**src/rtl/serial_rx_pkg.sv**
```systemverilog
// Shared definitions for the parametrised serial receiver: state encoding,
// parity-sense constants and the frame-length helper.
package serial_rx_pkg;

    typedef logic [2:0] state_t;

    localparam state_t ST_IDLE     = 3'd0;
    localparam state_t ST_DATA     = 3'd1;
    localparam state_t ST_PARITY   = 3'd2;
    localparam state_t ST_STOP     = 3'd3;
    localparam state_t ST_DONE     = 3'd4;
    localparam state_t ST_PERR     = 3'd5;
    localparam state_t ST_ERR_WAIT = 3'd6;

    // Parity sense selectors for the PARITY_ODD parameter.
    localparam int PAR_EVEN = 0;
    localparam int PAR_ODD  = 1;

    // Line bits per frame: start + data + optional parity + stop bits.
    function automatic int frame_len(input int dataBits, input int parityEn, input int stopBits);
        return 1 + dataBits + parityEn + stopBits;
    endfunction

endpackage

```
**src/rtl/serial_rx_shifter.sv**
```systemverilog
// Data shift register (LSB received first) plus running XOR of the shifted-in bits.
module serial_rx_shifter
    import serial_rx_pkg::*;
#(
    parameter int DATA_BITS = 8
) (
    input  logic                 clk,
    input  logic                 reset,
    input  logic                 shiftEn_i,
    input  logic                 clear_i,
    input  logic                 bit_i,
    output logic [DATA_BITS-1:0] data_o,
    output logic                 acc_o
);

    logic [DATA_BITS-1:0] sr_q;
    logic                 acc_q;

    // New bits enter at the MSB so the first bit received ends up in bit 0.
    always_ff @(posedge clk or posedge reset) begin
        if (reset) begin
            sr_q  <= '0;
            acc_q <= 1'b0;
        end else if (clear_i) begin
            sr_q  <= '0;
            acc_q <= 1'b0;
        end else if (shiftEn_i) begin
            sr_q  <= {bit_i, sr_q[DATA_BITS-1:1]};
            acc_q <= acc_q ^ bit_i;
        end
    end

    assign data_o = sr_q;
    assign acc_o  = acc_q;

endmodule

```
**src/rtl/serial_rx_param.sv**
```systemverilog
// Parametrised one-bit-per-clock serial receiver: deframes start / data / parity / stop,
// reports accepted words, parity errors and framing errors.
module serial_rx_param #(
    parameter int DATA_BITS  = 8,
    parameter int PARITY_EN  = 0,
    parameter int PARITY_ODD = serial_rx_pkg::PAR_EVEN,
    parameter int STOP_BITS  = 1
) (
    input  logic                 clk,
    input  logic                 reset,
    input  logic                 in,
    output logic [DATA_BITS-1:0] out_byte,
    output logic                 done,
    output logic                 parity_err,
    output logic                 framing_err,
    output logic                 busy
);

    import serial_rx_pkg::*;

    localparam int             CW        = $clog2(DATA_BITS + 1);
    localparam logic [CW-1:0]  DATA_LAST = CW'(DATA_BITS - 1);
    localparam logic [CW-1:0]  STOP_LAST = CW'(STOP_BITS - 1);
    localparam logic           ODD_BIT   = (PARITY_ODD == PAR_ODD);

    state_t               state_q, state_d;
    logic [CW-1:0]        bitCnt_q, bitCnt_d;
    logic                 mismatch_q, mismatch_d;
    logic [DATA_BITS-1:0] outByte_q;
    logic [DATA_BITS-1:0] srData;
    logic                 accBit;
    logic                 enterData, enterStop;

    // Counter and parity state are cleared whenever a new DATA or STOP phase begins.
    assign enterData = (state_d == ST_DATA) && (state_q != ST_DATA);
    assign enterStop = (state_d == ST_STOP) && (state_q != ST_STOP);

    serial_rx_shifter #(
        .DATA_BITS (DATA_BITS)
    ) u_shifter (
        .clk       (clk),
        .reset     (reset),
        .shiftEn_i (state_q == ST_DATA),
        .clear_i   (enterData),
        .bit_i     (in),
        .data_o    (srData),
        .acc_o     (accBit)
    );

    // State register.
    always_ff @(posedge clk or posedge reset) begin
        if (reset) state_q <= ST_IDLE;
        else       state_q <= state_d;
    end

    // Next-state logic; DONE and PERR accept a start bit just like IDLE.
    always_comb begin
        state_d = state_q;
        case (state_q)
            ST_IDLE, ST_DONE, ST_PERR: state_d = in ? ST_IDLE : ST_DATA;
            ST_DATA: begin
                if (bitCnt_q == DATA_LAST) state_d = (PARITY_EN != 0) ? ST_PARITY : ST_STOP;
            end
            ST_PARITY: state_d = ST_STOP;
            ST_STOP: begin
                if (!in)                        state_d = ST_ERR_WAIT;
                else if (bitCnt_q == STOP_LAST) state_d = mismatch_q ? ST_PERR : ST_DONE;
            end
            ST_ERR_WAIT: begin
                if (in) state_d = ST_IDLE;
            end
            default: state_d = ST_IDLE;
        endcase
    end

    // Shared bit counter (saturates at its terminal count) and parity mismatch flag.
    always_comb begin
        bitCnt_d   = bitCnt_q;
        mismatch_d = mismatch_q;
        if (enterData || enterStop) begin
            bitCnt_d = '0;
        end else if ((state_q == ST_DATA && bitCnt_q != DATA_LAST) ||
                     (state_q == ST_STOP && bitCnt_q != STOP_LAST)) begin
            bitCnt_d = bitCnt_q + CW'(1);
        end
        if (enterData) begin
            mismatch_d = 1'b0;
        end else if (state_q == ST_PARITY) begin
            mismatch_d = accBit ^ in ^ ODD_BIT;
        end
    end

    // Datapath registers; the output word only changes on the edge that accepts a frame.
    always_ff @(posedge clk or posedge reset) begin
        if (reset) begin
            bitCnt_q   <= '0;
            mismatch_q <= 1'b0;
            outByte_q  <= '0;
        end else begin
            bitCnt_q   <= bitCnt_d;
            mismatch_q <= mismatch_d;
            if (state_d == ST_DONE) outByte_q <= srData;
        end
    end

    // Moore outputs decoded from the current state.
    always_comb begin
        done        = (state_q == ST_DONE);
        parity_err  = (state_q == ST_PERR);
        framing_err = (state_q == ST_ERR_WAIT);
        busy        = (state_q == ST_DATA) || (state_q == ST_PARITY) || (state_q == ST_STOP);
    end

    assign out_byte = outByte_q;

endmodule

```
**config.mk**
```make
export PLATFORM = sky130hd
export DESIGN_NAME = serial_rx_param
export DESIGN_NICKNAME = d
export VERILOG_FILES = /design/src/rtl/serial_rx_pkg.sv /design/src/rtl/serial_rx_shifter.sv /design/src/rtl/serial_rx_param.sv
export SDC_FILE = /design/constraint.sdc
export NUM_CORES = 1
export LEC_CHECK = 0
export ABC_CLOCK_PERIOD_IN_PS = 1700
export CAP_MARGIN = 20
export CELL_PAD_IN_SITES_DETAIL_PLACEMENT = 0
export CELL_PAD_IN_SITES_GLOBAL_PLACEMENT = 1
export CORE_MARGIN = 3
export CORE_UTILIZATION = 43
export CTS_CLUSTER_DIAMETER = 100
export DETAILED_ROUTE_END_ITERATION = 16
export PLACE_DENSITY = 0.81
export SETUP_SLACK_MARGIN = 0.1
export SYNTH_ARGS = -nofsm -noshare
export SYNTH_HDL_FRONTEND = slang
export SYNTH_HIERARCHICAL = 1
export SYNTH_SLANG_ARGS = --single-unit
```
**constraint.sdc**
```tcl
create_clock -name clk -period 1.7 [get_ports clk]
set_clock_uncertainty 0.05 [all_clocks]
set_input_delay 0.34 -clock clk [delete_from_list [all_inputs] [get_ports clk]]
set_output_delay 0.34 -clock clk [all_outputs]
set_load 0.03 [all_outputs]
```
==> metrics.md, run 1 <==
| Metric | Value |
|---|---|
| Slew margin rel. | `76.2%` |
| Sequential fraction of the synthesis area | `50.1%` |
| Total Routing Usage GR | `16.7%` |
| Comb pwr share | `56.9%` |
| Final worst-path cycle share | `93.7%` |
| Switching pwr | `0.00133 W` |
| Via count | `967` |
| Hold Slack | `224 ps` |
| Dpl cells | `161` |
| Die X | `59.9 µm` |
| Initial Util | `47.8%` |
| Fillers | `233` |
| DRT Wirelength | `2600 µm` |
| Routability Congestion | `0.711` |
| Setup violations, final | `0` |
| Post-Syn Area | `1250 µm²` |
| First-pass GRT wire length | `4460 µm` |
| CP Data Required Time | `1880 ps` |
| Minimum clock period | `1590 ps` |
| Crit Path Max Fanout | `8` |
| Antenna violations before repair | `0` |
| Core area | `2610 µm²` |
| Top Ports | `15` |
| RSZ-0062 raised after global routing | `true` |
| Pwr Density | `1960 nW/µm²` |
| Syn Inst Count | `114` |
| Synth Register Bits | `25` |
| Num rows | `18` |
| CP arrival | `1770 ps` |
| Final HPWL DP | `1830 µm` |
| Sequential power share | `33.7%` |
| Crit start category | `flop` |
| Via density per instance | `5.49` |
| Setup_tns | `0 ps` |
| # nets final | `152` |
| Peak VDD IR | `1.29 mV` |
| Drt first-iter violations | `17` |
| Avg Inst Size Synth | `11.0 µm²` |
| Clock Pin Slew Worst Setup and Hold Paths | `150 ps` |
| Final Hold Viols | `0` |
| Cell Count, Final, Fillers Out | `176` |
| Clock share of power | `9.4%` |
| Antenna cells | `0` |
| Layout cells sized above 1 | `37.0%` |
| Status | `finished clean` |
| CTS H-tree lvls | `1` |
| CTS tree | `done` |
| Cts bufs inserted | `3` |
| Predominant post-synthesis flop cell | `dfrtp_1` |
| Sw Ratio | `42.3%` |
| Die Height | `59.9 µm` |
| WL per Instance | `14.8 µm` |
| Clk root buf | `clkbuf_4` |
| CTS Sinks | `25` |
| Crit end category | `flop` |
| Commonest non-fill, non-tap cell in the layout | `buf_4` |
| Port buffer count | `14` |
| Pint | `0.00182 W` |
| Syn_nets | `119` |
| Worst Tran Pin Value | `357 ps` |
| Leakage | `0.792 nW` |
| Worst Setup Path Type | `reg -> reg` |
| Remaining Overflow, GRT | `0` |
| Clk_lat worst skew | `330 ps` |
| Pre-antenna DRT Iters | `4` |
| Post-route ant nets | `0` |
| DRC viols | `0` |
| FFs w/ async S/R, synth | `100%` |
| # hold bufs at CTS | `0` |
| Clock buffer depth | `2` |
| HP Class | `in -> async` |
| Synth unique cells | `39` |
| Most frequent cells in the layout | `buf_4, dfrtp_1, nor2_1, mux2_2, dlygate4sd2_1` |
| EDFF count, synth | `0` |
| Synth warn | `6` |
| Max-Cap Viols | `0` |
| Largest net degree at the start of global routing | `17` |
| Area added between synthesis and finish | `28.1%` |
| Highest Clock Rate | `628 MHz` |
| Area of the die | `3590 µm²` |
| Final Max Tran Viols | `0` |
| Vias in the first global route | `960` |
[sequential cells by signal (all words and copies together) (netlist names)]
register	flops
out_byte	8
bitCnt_q	4
state_q	3
u_shifter/acc_o	1
u_shifter/data_o	8
mismatch_q	1
[critical path, stage by stage (launching register included)]
cell and delay (ps):
dfrtp_1 430, inv_2 90, ha_4 120, nor3b_4 280
nand3_4 180, mux2_4 330
[repair_timing]
item                       in CTS  in global routing
setup buffers                   8                  2
cloned                          0                  1
pin swaps                       1                  5
resized for setup              17                  4
setup endpoints to repair      21                 16
[cells by family (layout without fill, tap and decap cells)]
group                    after synthesis  in the layout  synth area share (%)
flip-flops                            25             25                  50.1
adder cells (fa/ha/maj)                2              2                  2.00
buffers and inverters                 14             46                  5.31
AO/OA/AOI/OAI                         19             19                  10.6
AND/OR/NAND/NOR                       36             36                  16.8
XOR/XNOR                               1              1                 0.701
multiplexers                          17             17                  14.5
[final cells by class]
type | instances | area [µm²] | share of cell area, %
Multi-Input combinational cell | 75 | 598 | 37.3
Clock buffer | 3 | 22.5 | 1.41
Tap cell | 30 | 37.5 | 2.34
Clock inverter | 1 | 8.76 | 0.547
Sequential cell | 25 | 629 | 39.3
Timing Repair Buffer | 35 | 279 | 17.4
Inverter | 7 | 26.3 | 1.64
[final timing paths]
check,start,endpoint,cells after the start,slack (ps)
worst max-delay path,bitCnt_q[1],out_byte[1],5,110
worst min-delay path,reset,u_shifter/acc_o,2,220
worst max register to register,bitCnt_q[1],out_byte[1],5,110
worst min register to register,out_byte[4],out_byte[4],1,480
max in group asynchronous,reset,u_shifter/data_o[4],2,1110
min in group clk,out_byte[4],out_byte[4],1,480
[per-stage QoR]
step | area [µm²] | setup WS (ps) | utilization [%] | total power, W
global placement | 1460 | 8.23 | 56.0 | 0.00256
finish | 1600 | 108 | 61.3 | 0.00315
global route | 1600 | 22.7 | 61.3 | 0.00340
detailed placement | 1460 | -40.6 | 56.0 | 0.00261
floorplan | 1260 | 166 | - | 0.00216
CTS | 1560 | 92.8 | 59.9 | 0.00304
[layer usage]
layer / global-route usage (%) / part of all wire, % / up-vias
met5: 0 / 0 / -
met4: 3.80 / 0.46 / 0
met3: 3.89 / 3.7 / 2
met2: 28.4 / 51 / 19
met1: 21.4 / 44 / 477
li1: - / - / 469
[cells in the mapped netlist, types with 2 or more instances]
library cell / count / area, µm²
nor2_1: 17 / 63.8
o21ai_0: 5 / 25.0
mux2_2: 9 / 101
nor2b_1: 2 / 12.5
nand2_1: 2 / 7.51
nand3_1: 3 / 15.0
dfrtp_1: 25 / 626
nor3_1: 2 / 10.0
buf_2: 4 / 20.0
a21oi_1: 2 / 10.0
inv_1: 7 / 26.3
mux2i_1: 8 / 80.1
ha_1: 2 / 25.0
[power groups by stage]
stage,logic (W),clock network [W],registers (W)
6_report,0.00179,0.000295,0.00106
5_1_grt,0.00197,0.000330,0.00110
3_5_place_dp,0.00151,0,0.00111
4_1_cts,0.00167,0.000307,0.00106
2_1_floorplan,0.00104,0,0.00112
3_3_place_gp,0.00146,0,0.00110
Power figures use the tool's default switching activity.
==> run 2, diff against run 1 <==
--- a/config.mk
+++ b/config.mk
@@ -13,6 +13,7 @@
 export CORE_UTILIZATION = 43
 export CTS_CLUSTER_DIAMETER = 100
 export DETAILED_ROUTE_END_ITERATION = 16
+export GPL_TIMING_DRIVEN = 0
 export PLACE_DENSITY = 0.81
 export SETUP_SLACK_MARGIN = 0.1
 export SYNTH_ARGS = -nofsm -noshare
==> run 2 against run 1 <==
Fmax down 5.8%. First-iteration DRC count grew to 3.1 times the previous value. Global-route usage is 0.45 points lower. Highest routed layer unchanged. Combinational power up 9%.
==> metrics.md, run 2 (synthesis results as in run 1) <==
| Metric | Value |
|---|---|
| Status | `finished clean` |
| Final Power | `0.00323 W` |
| DRC viols | `0` |
| Crit end category | `output pin` |
| Die Height | `59.9 µm` |
| First-pass GRT wire length | `4350 µm` |
| CP arrival | `1300 ps` |
| Family with the most delay on the worst path | `buffers and inverters` |
| Comb pwr share | `60.3%` |
| Crit Path Max Fanout | `6` |
| Setup_tns | `0 ps` |
| WL per Instance | `15.0 µm` |
| CTS H-tree lvls | `1` |
| Final Hold Viols | `0` |
| Top Ports | `15` |
| # hold bufs at CTS | `0` |
| Clock Pin Slew Worst Setup and Hold Paths | `140 ps` |
| Clk_lat worst skew | `320 ps` |
| Clock buffer depth | `2` |
| Total Routing Usage GR | `16.2%` |
| Core area | `2610 µm²` |
| Leakage | `0.806 nW` |
| Final HPWL DP | `1660 µm` |
| Peak VDD IR | `1.27 mV` |
| Via count | `962` |
| CP Data Required Time | `1310 ps` |
| Minimum clock period | `1690 ps` |
| Pre-antenna DRT Iters | `4` |
| DRT Wirelength | `2610 µm` |
| Worst Tran Pin Value | `648 ps` |
| Critical path origin | `state_q[1]` |
| Antenna violations before repair | `0` |
| CP Cell Sequence | `clkbuf_8, buf_8, nor3b_2, buf_4` |
| Pint | `0.00188 W` |
| Remaining Overflow, GRT | `0` |
| Layout cells sized above 1 | `36.1%` |
| WP buf/inv | `3` |
| Slew margin rel. | `56.7%` |
| Max-Cap Viols | `0` |
| Routability Congestion | `0.779` |
| Setup violations, final | `0` |
| Slowest cell on the critical path | `dfrtp_1` |
| Post-route ant nets | `0` |
| R2R Path Start | `bitCnt_q[1]` |
| Clock share of power | `8.1%` |
| Die X | `59.9 µm` |
| Final worst-path cycle share | `99.5%` |
| Most frequent cells in the layout | `dfrtp_1, buf_4, nor2_1, dlygate4sd2_1, mux2i_1` |
| Antenna cells | `0` |
| Worst path max stage delay | `400 ps` |
| Final Max Tran Viols | `0` |
| Port buffer count | `14` |
| Crit start category | `flop` |
| Initial Util | `47.8%` |
| Reg2reg setup slack | `80 ps` |
| Drt first-iter violations | `52` |
| Switching pwr | `0.00135 W` |
| Sw Ratio | `41.7%` |
| Clk root buf | `clkbuf_4` |
| Vias in the first global route | `942` |
| Area of the die | `3590 µm²` |
| HP Class | `in -> async` |
| Highest Clock Rate | `591 MHz` |
| Area added between synthesis and finish | `30.2%` |
| # nets final | `150` |
| Fillers | `218` |
| Largest net degree at the start of global routing | `17` |
| Cell Count, Final, Fillers Out | `174` |
| Dpl cells | `158` |
| CTS Sinks | `25` |
| Sequential power share | `31.5%` |
| Cts bufs inserted | `3` |
| Num rows | `18` |
| Pwr Density | `1980 nW/µm²` |
| Commonest non-fill, non-tap cell in the layout | `dfrtp_1` |
| Via density per instance | `5.53` |
| Hold Slack | `246 ps` |
| Worst R2R End | `out_byte[1]` |
| Worst-case reg-to-reg path depth | `5` |
| CTS tree | `done` |
| Worst Setup Path Type | `reg -> out` |
| RSZ-0062 raised after global routing | `true` |
run 2: how the worst max path moves through the flow:
stage	to	slack (ps)	cells after the start
after floorplan	framing_err	170	4
after global placement	framing_err	-270	5
after detailed placement	out_byte[5]	-300	5
after CTS	parity_err	-10	4
after global routing	parity_err	-90	4
final	parity_err	9	4
run 2: power groups by stage:
stage | clock network [W] | registers (W) | logic, W
2_1_floorplan | 0 | 0.00112 | 0.00104
3_3_place_gp | 0 | 0.00104 | 0.00149
3_5_place_dp | 0 | 0.00104 | 0.00153
4_1_cts | 0.000277 | 0.00101 | 0.00170
5_1_grt | 0.000309 | 0.00105 | 0.00212
6_report | 0.000263 | 0.00102 | 0.00195
run 2: area by class of cell:
cell class	count	area, µm²	area share [%]
flip-flops and latches	25	627	38.5
multi-input cells	75	636	39.0
inverters	7	26.3	1.61
clock buffers	4	26.3	1.61
repair buffers	26	210	12.9
plain buffers	7	65.1	4.00
well taps	30	37.5	2.31
run 2: per-stage QoR:
stage | instance area, µm² | setup slack [ps] | utilization, %
finish | 1630 | 9.22 | 62.3
global route | 1630 | -90.2 | 62.3
CTS | 1540 | -10.3 | 58.9
detailed placement | 1440 | -304 | 55.0
global placement | 1440 | -271 | 55.0
floorplan | 1260 | 166 | -
run 2: metal layers:
layer	vias up	global-route usage [%]	part of all wire, %
met5	-	0	0
met4	0	3.48	0.69
met1	474	21.5	46
met2	20	26.4	50
met3	2	4.54	2.9
li1	466	-	-
run 2: repair_timing:
action	4_1_cts	5_1_grt
setup buffers	7	4
pin swaps	3	6
setup endpoints to repair	23	19
gates cloned	0	1
resized for setup	44	17
